### src/rtl/wb_regfile_pkg.sv
// wb_regfile_pkg: shared widths, register-number constants and bypass helper for the WB register file.
package wb_regfile_pkg;
    localparam int DATA_W  = 32;
    localparam int RADDR_W = 5;
    localparam int NREGS   = 32;
    localparam logic [RADDR_W-1:0] REG_ZERO = 5'd0;

    typedef logic [DATA_W-1:0]  word_t;
    typedef logic [RADDR_W-1:0] raddr_t;

    function automatic logic wr_hit(input logic we, input raddr_t wn, input raddr_t rn);
        return we && (wn != REG_ZERO) && (rn == wn);
    endfunction
endpackage

### src/rtl/wb_regfile_mux.sv
// wb_mux: 2:1 write-back select between ALU result and load data.
module wb_mux
    import wb_regfile_pkg::*;
(
    input  logic  sel,
    input  word_t a,
    input  word_t b,
    output word_t y
);
    assign y = sel ? b : a;
endmodule

### src/rtl/wb_regfile.sv
// wb_regfile: 31x32 register file with WB-stage select, write-before-read bypass and commit counter.
module wb_regfile
    import wb_regfile_pkg::*;
#(
    parameter bit CNT_EN = 1'b1
) (
    input  logic               clk,
    input  logic               clrn,
    input  logic [DATA_W-1:0]  wb_Alu_Result,
    input  logic [DATA_W-1:0]  wb_mo,
    input  logic               wb_m2reg,
    input  logic               wb_wreg,
    input  logic [RADDR_W-1:0] wb_rn,
    input  logic [RADDR_W-1:0] rna,
    input  logic [RADDR_W-1:0] rnb,
    output logic [DATA_W-1:0]  qa,
    output logic [DATA_W-1:0]  qb,
    output logic [DATA_W-1:0]  wb_data,
    output logic [DATA_W-1:0]  wb_cnt
);
    word_t regs [1:NREGS-1];
    word_t cnt_q;
    word_t rd_a;
    word_t rd_b;
    logic  commit;

    wb_mux u_wb_mux (
        .sel (wb_m2reg),
        .a   (wb_Alu_Result),
        .b   (wb_mo),
        .y   (wb_data)
    );

    assign commit = wb_wreg && (wb_rn != REG_ZERO);

    always_ff @(posedge clk or negedge clrn) begin
        if (!clrn) begin
            for (int i = 1; i < NREGS; i++) regs[i] <= '0;
        end else if (commit) begin
            regs[wb_rn] <= wb_data;
        end
    end

    generate
        if (CNT_EN) begin : g_cnt
            always_ff @(posedge clk or negedge clrn) begin
                if (!clrn) cnt_q <= '0;
                else if (commit) cnt_q <= cnt_q + 1'b1;
            end
        end else begin : g_no_cnt
            assign cnt_q = '0;
        end
    endgenerate

    // register 0 is not stored; its read is forced to zero before the bypass check
    always_comb begin
        rd_a = (rna == REG_ZERO) ? '0 : regs[rna];
        rd_b = (rnb == REG_ZERO) ? '0 : regs[rnb];
        qa   = wr_hit(wb_wreg, wb_rn, rna) ? wb_data : rd_a;
        qb   = wr_hit(wb_wreg, wb_rn, rnb) ? wb_data : rd_b;
    end

    assign wb_cnt = cnt_q;
endmodule
### config.mk
export PLATFORM = sky130hd
export DESIGN_NAME = wb_regfile
export DESIGN_NICKNAME = d
export VERILOG_FILES = /design/src/rtl/wb_regfile_pkg.sv /design/src/rtl/wb_regfile_mux.sv /design/src/rtl/wb_regfile.sv
export SDC_FILE = /design/constraint.sdc
export NUM_CORES = 2
export LEC_CHECK = 0
export BUFFER_PORTS_ARGS = -buffer_cell sky130_fd_sc_hd__buf_2
export CELL_PAD_IN_SITES_DETAIL_PLACEMENT = 1
export CELL_PAD_IN_SITES_GLOBAL_PLACEMENT = 1
export CORE_MARGIN = 4
export CORE_UTILIZATION = 30
export DETAILED_ROUTE_END_ITERATION = 8
export PLACE_DENSITY = 0.55
export SYNTH_ARGS = -nofsm -noshare
export SYNTH_HDL_FRONTEND = slang
export SYNTH_SLANG_ARGS = --single-unit
### constraint.sdc
create_clock -name clk -period 2.5 [get_ports clk]
set_clock_uncertainty 0.1 [all_clocks]
set_input_delay 0.125 -clock clk [delete_from_list [all_inputs] [get_ports clk]]
set_output_delay 0.125 -clock clk [all_outputs]
set_load 0.05 [all_outputs]
Word level (Yosys, flattened, before mapping)
Cells that the tools add are included.

Order comparisons: 4. Reductions and logical operators: 7. Bitwise gates (word level): 3. Multiplexer cells: 14. Add/sub/neg operators: 1. Eq/ne operators: 2.

Operators with widths (count): bitwise mux 992 bit (1); binary-select mux 32 bit (select 5 bit) (2); 2-to-1 mux 32 bit (10); demux 32 bit (select 5 bit) (1); adder 32 x 1 -> 32 bit (second input constant) (1); greater-or-equal comparator 6 bit (second input constant) (3); NOT 5 -> 6 bit (3); equality test 5 bit (2); logical NOT 5 bit (2); < comparator 6 x 1 -> 1 bit (second input constant) (1); nonzero test 5 bit (1); logical AND 1 bit (4).

Output and inout port bits: 128. Flip-flop bits (word level): 1024.

Depth between registers and ports, before layout
Depth in word-level cells: 6. Gate-level depth with buffers: 10.

By module
A second synthesis with hierarchy kept.

Cells, all modules: 3647. Area, all modules: 54928.9 um^2.

By module, submodules not included: wb_regfile (times used 1, cells an instance 3611, seq. area each 25624.6 um^2, area each 54384.7 um^2); wb_mux (times used 1, cells an instance 36, seq. area each 0.0 um^2, area each 544.3 um^2).

Worst setup path before layout
Ideal clock, no wire load.

Path kind: input to output. Start: input wb_rn[2]. End: output qa[10]. Stages: 7. Data arrival time: 2.191 ns. Slack: 0.084 ns. Buffers on the path: 3. Required time: 2.275 ns. Cells stage by stage: buf_2 > nor3_2 > a21oi_1 > nand4_1 > buf_2 > buf_2 > o211ai_1.

Longest elaborated chain between the ends: 4. Elaborated cells on any way between the ends: 5.

Ends and longest elaborated chain: start, declared (RTL line wb_regfile.sv:13) `input logic [RADDR_W-1:0] wb_rn,`; nonzero test 5 bit (RTL line wb_regfile_pkg.sv:12) `return we && (wn != REG_ZERO) && (rn == wn);`; logical AND 1 bit (RTL line wb_regfile_pkg.sv:12); logical AND 1 bit (*) (RTL line wb_regfile_pkg.sv:12); 2-to-1 mux 32 bit (*) (RTL line wb_regfile.sv:59) `qa = wr_hit(wb_wreg, wb_rn, rna) ? wb_data : rd_a;`; end, declared (RTL line wb_regfile.sv:16) `output logic [DATA_W-1:0] qa,`.

Every way passes the cells marked *; elsewhere a longest branch is shown, timed or not.

Final worst setup path
Start: register regs[647] (netlist name). End: output qa[7].

Longest elaborated chain between the ends: 5.

Ends and longest elaborated chain: start, declared (RTL line wb_regfile.sv:21) `word_t regs [1:NREGS-1];`; start signal, assigned by index (RTL line wb_regfile.sv:40) `regs[wb_rn] <= wb_data;`; binary-select mux 32 bit (select 5 bit) (RTL line wb_regfile.sv:57) `rd_a = (rna == REG_ZERO) ? '0 : regs[rna];`; 2-to-1 mux 32 bit (not written as such) (2 in a row) (RTL line wb_regfile.sv:57); 2-to-1 mux 32 bit (RTL line wb_regfile.sv:57); 2-to-1 mux 32 bit (RTL line wb_regfile.sv:59).

No other way between the ends. The select of a mux whose other input is x is not followed.

==> run summary <==
ROUTE
-------------------------------------------------------------------------------------
Routed length on met2 ..................................................    103000 µm
1st-iter DRT viols .....................................................         3339
Wire length the detailed router placed on met1 .........................     93100 µm
Drt first pass iters ...................................................            7
Routed wire length on met3 .............................................      8090 µm
Wire length after detailed routing .....................................    211000 µm
Detail Route Antenna Nets ..............................................            0
Vias ...................................................................        42000
Uppermost metal layer occupied by signal nets ..........................         met4
Avg WL per Cell ........................................................      27.8 µm
Drc violations .........................................................            0
Detailed-route vias per instance .......................................         5.53

YOSYS
-------------------------------------------------------------------------------------
Area of the mapped netlist .............................................    53000 µm²
Most frequently used cell type in the post-synthesis netlist ...........      dfrtp_1
Synth async-reset ratio ................................................         100%
Area contributors post-synth ........................................... dfrtp_1 (48%), mux4_2 (20%), a21oi_1 (5.1%)
Top cells by count, synth .............................................. dfrtp_1 (1024), a21oi_1 (544), nand2_1 (544)
Syn nets ...............................................................         4852
Synthesized area divided by synthesized cell count .....................     11.1 µm²
Dominant synthesized flop cell .........................................      dfrtp_1
Number of flip-flops and latches in the synthesized netlist ............         1024
Count of different cell masters after synthesis ........................           41
Number of enable flip-flop cells after synthesis .......................            0
Largest area contributor in the netlist ................................      dfrtp_1
Sequential-to-total area share from yosys stat .........................        48.4%
Share of the synthesized area in the top cell type .....................        48.4%
Synth warn .............................................................            0
Number of instances in the synthesized netlist .........................         4768

STA
-------------------------------------------------------------------------------------
RSZ-0062 raised after global routing ...................................          yes
Finish-stage setup viols ...............................................           64
Ratio of final minimum period to clock period ..........................         120%
Slew headroom ..........................................................        32.2%
Slew at the pin closest to its max-slew limit ..........................      1.02 ns
Hold Vio Cnt, Final ....................................................           12
Final worst setup slack ................................................    -0.508 ns
Worst-case hold slack ..................................................   -0.0732 ns
Final Critical Period ..................................................      3.01 ns
Number of pins with negative max-slew slack in the final report ........            0
Highest attainable clock frequency .....................................    0.332 GHz

PLACE
-------------------------------------------------------------------------------------
Post-placement cell count ..............................................         7172
Post-detail-place hpwl .................................................    133000 µm
Number of port buffers .................................................          210
Global placer's final weighted congestion ..............................        0.786

SETUP PATH
-------------------------------------------------------------------------------------
Critical Path End ......................................................        qa[7]
Capturing point of the worst reg2reg path .............................. wb_cnt[24]$_DFFE_PN0P_
Endpoint class of the critical path ....................................   output pin
Data arrival time of the critical path .................................      2.78 ns
Startpoint type of the worst setup path ................................    flip-flop
CP required ............................................................      2.28 ns
Crit-path max FO .......................................................            3
CP max-delay cell ......................................................       mux4_2
Cell type with the highest occurrence count on the critical path .......       mux4_2
Type of the worst setup path ........................................... flip-flop to output pin
Slowest stage delay, CP ................................................      0.55 ns
Startpoint of the most critical register-to-register path .............. wb_cnt[0]$_DFFE_PN0P_
Cell chain of the critical path ........................................ mux4_2 -> mux4_2 -> nand3_2 -> o211ai_1 -> clkbuf_16
Setup slack of the most critical reg-to-reg path .......................      0.60 ns
FF-to-FF path depth ....................................................            7
Crit path from ......................................................... regs[647]$_DFFE_PN0P_

DIE
-------------------------------------------------------------------------------------
Area inside the core boundary ..........................................   175000 µm²
Die Y ..................................................................       428 µm
Number of rows in the core area ........................................          153
Horizontal die dimension ...............................................       428 µm
Ports placed on the boundary ...........................................          211
Effective utilization at floorplan .....................................        30.3%
Full die area ..........................................................   183000 µm²

CLOCKING
-------------------------------------------------------------------------------------
TritonCTS clock tree ...................................................        built
Number of H-tree branching levels ......................................            4
Total clock buffers created by CTS .....................................          130
Bufs on Longest Clock Path .............................................            3
Clock tree sinks .......................................................         1024
Clock Tree Root ........................................................    clkbuf_16
Clock-pin slew of the registers on the worst-case setup and hold paths .      0.06 ns
Later-pin clock latency in the skew report .............................      0.76 ns

GLOBAL ROUTE
-------------------------------------------------------------------------------------
Wire length of the first global-routing pass ...........................    314000 µm
Total track usage ......................................................        22.8%
Vias in the first global route .........................................        44300
Initial antenna violation count ........................................            3
Overall overflow remaining after global route ..........................            0
Pin count of the biggest net entering global routing ...................          156

POWER AND IR DROP
-------------------------------------------------------------------------------------
Leakage component of the power .........................................      28.6 nW
Worst-case vdd ir drop .................................................     0.711 mV
Pwr/cell area ..........................................................   854 nW/µm²

STATUS
-------------------------------------------------------------------------------------
Violations in the final reports ........................................ hold timing, setup timing
Result of the run ...................................................... finished with violations

FINISH
-------------------------------------------------------------------------------------
Net count reported at finish ...........................................         5262
Layout overhead on the synthesized area ................................        27.8%
Util after Layout ......................................................        38.7%
Number of non-filler instances in the completed layout .................         7605
Share of cells above drive strength 1 ..................................        31.5%
Number of fillers in the final layout ..................................        18600

FLOW RUN
-------------------------------------------------------------------------------------
Max cap viols ..........................................................            0

WORST HOLD PATH
-------------------------------------------------------------------------------------
Hold WC Path Type ...................................................... primary input to asynchronous set/reset pin

==> critical path, delay by kind of cell (launching register included) <==
| family | cells | cell delay, ns |
|---|---|---|
| mux | 2 | 1.04 |
| compound gates | 1 | 0.20 |
| buf+inv | 1 | 0.25 |
| simple gates | 1 | 0.11 |
| flops | 1 | 0.41 |
==> state kept, by name (all words and copies together) (netlist names) <==
name and flops:
wb_cnt 32, regs 992
==> stage by stage <==
step                      setup slack, ns  power [mW]  TNS, ns  cell area, µm²
after floorplan                    0.0840        31.8        0           53000
after global placement             -0.305        36.7    -2.28           60500
after detailed placement           -0.309        37.3    -2.55           60500
after CTS                          -0.587        58.0   -27.68           67000
after global routing               -0.557        60.8   -27.33           67700
final                              -0.508        57.8   -22.17           67700
==> worst min path at each step <==
stage | startpoint | end | slack (ns)
after floorplan | clrn | regs[0]$_DFFE_PN0P_ | -0.27
after global placement | clrn | regs[731]$_DFFE_PN0P_ | -0.13
after detailed placement | clrn | regs[731]$_DFFE_PN0P_ | -0.13
after CTS | clrn | wb_cnt[7]$_DFFE_PN0P_ | 0.02
after global routing | wb_mo[17] | regs[337]$_DFFE_PN0P_ | 0.007
final | clrn | wb_cnt[7]$_DFFE_PN0P_ | -0.07
==> layer usage <==
| layer | GRT usage [%] | up-vias |
|---|---|---|
| met3 | 2.92 | 322 |
| met5 | 0 | - |
| met2 | 38.1 | 1011 |
| met1 | 30.8 | 22400 |
| li1 | - | 18300 |
| met4 | 7.60 | 0 |
==> placed cells by master, fill, tap and decap left out, types with 37 or more instances in the layout <==
master	count
mux4_2	480
clkbuf_16	147
buf_2	136
buf_4	368
mux2_2	95
nand3_2	48
o221ai_1	59
nor2_1	521
a22oi_1	92
o21ai_0	480
a21oi_1	544
nand3_1	55
nand2_1	525
mux2i_1	37
dfrtp_1	1024
buf_12	152
dlygate4sd3_1	67
==> logic make-up after synthesis <==
| group | Yosys count | synth area share [%] |
|---|---|---|
| buf+inv | 535 | 4.22 |
| simple gates | 1242 | 9.37 |
| compound gates | 1279 | 13.6 |
| flops | 1024 | 48.4 |
| mux | 646 | 23.8 |
| fa+ha+maj | 1 | 0.0236 |
| xor+xnor | 41 | 0.678 |
==> final cells by class <==
| cell class | count | area [µm²] | share of cell area [%] |
|---|---|---|---|
| Clock inverter | 39 | 475 | 0.702 |
| Multi-Input combinational cell | 3209 | 26600 | 39.3 |
| Timing Repair Buffer | 780 | 8040 | 11.9 |
| Sequential cell | 1024 | 25600 | 37.9 |
| Inverter | 33 | 124 | 0.183 |
| Clock buffer | 194 | 3910 | 5.77 |
| Tap cell | 2325 | 2910 | 4.30 |
| Antenna cell | 1 | 2.50 | 0.00370 |
==> power by group <==
group	switching (mW)	leakage, nW	internal (mW)	total (mW)
Clock	7.77	2.16	11.6	19.4
Combinational	7.50	13.6	7.84	15.3
Sequential	2.88	12.8	20.2	23.1
Total	18.1	28.6	39.7	57.8
==> repair_timing <==
action                                  in CTS  in global routing
pin swaps                                   43                 31
gates resized for setup                    159                 68
hold buffers                                73                  0
endpoints found under the setup margin      64                 72
buffers inserted                            85                 55
endpoints found under the hold margin     1998                  0
(Power assumes the default switching activity.)
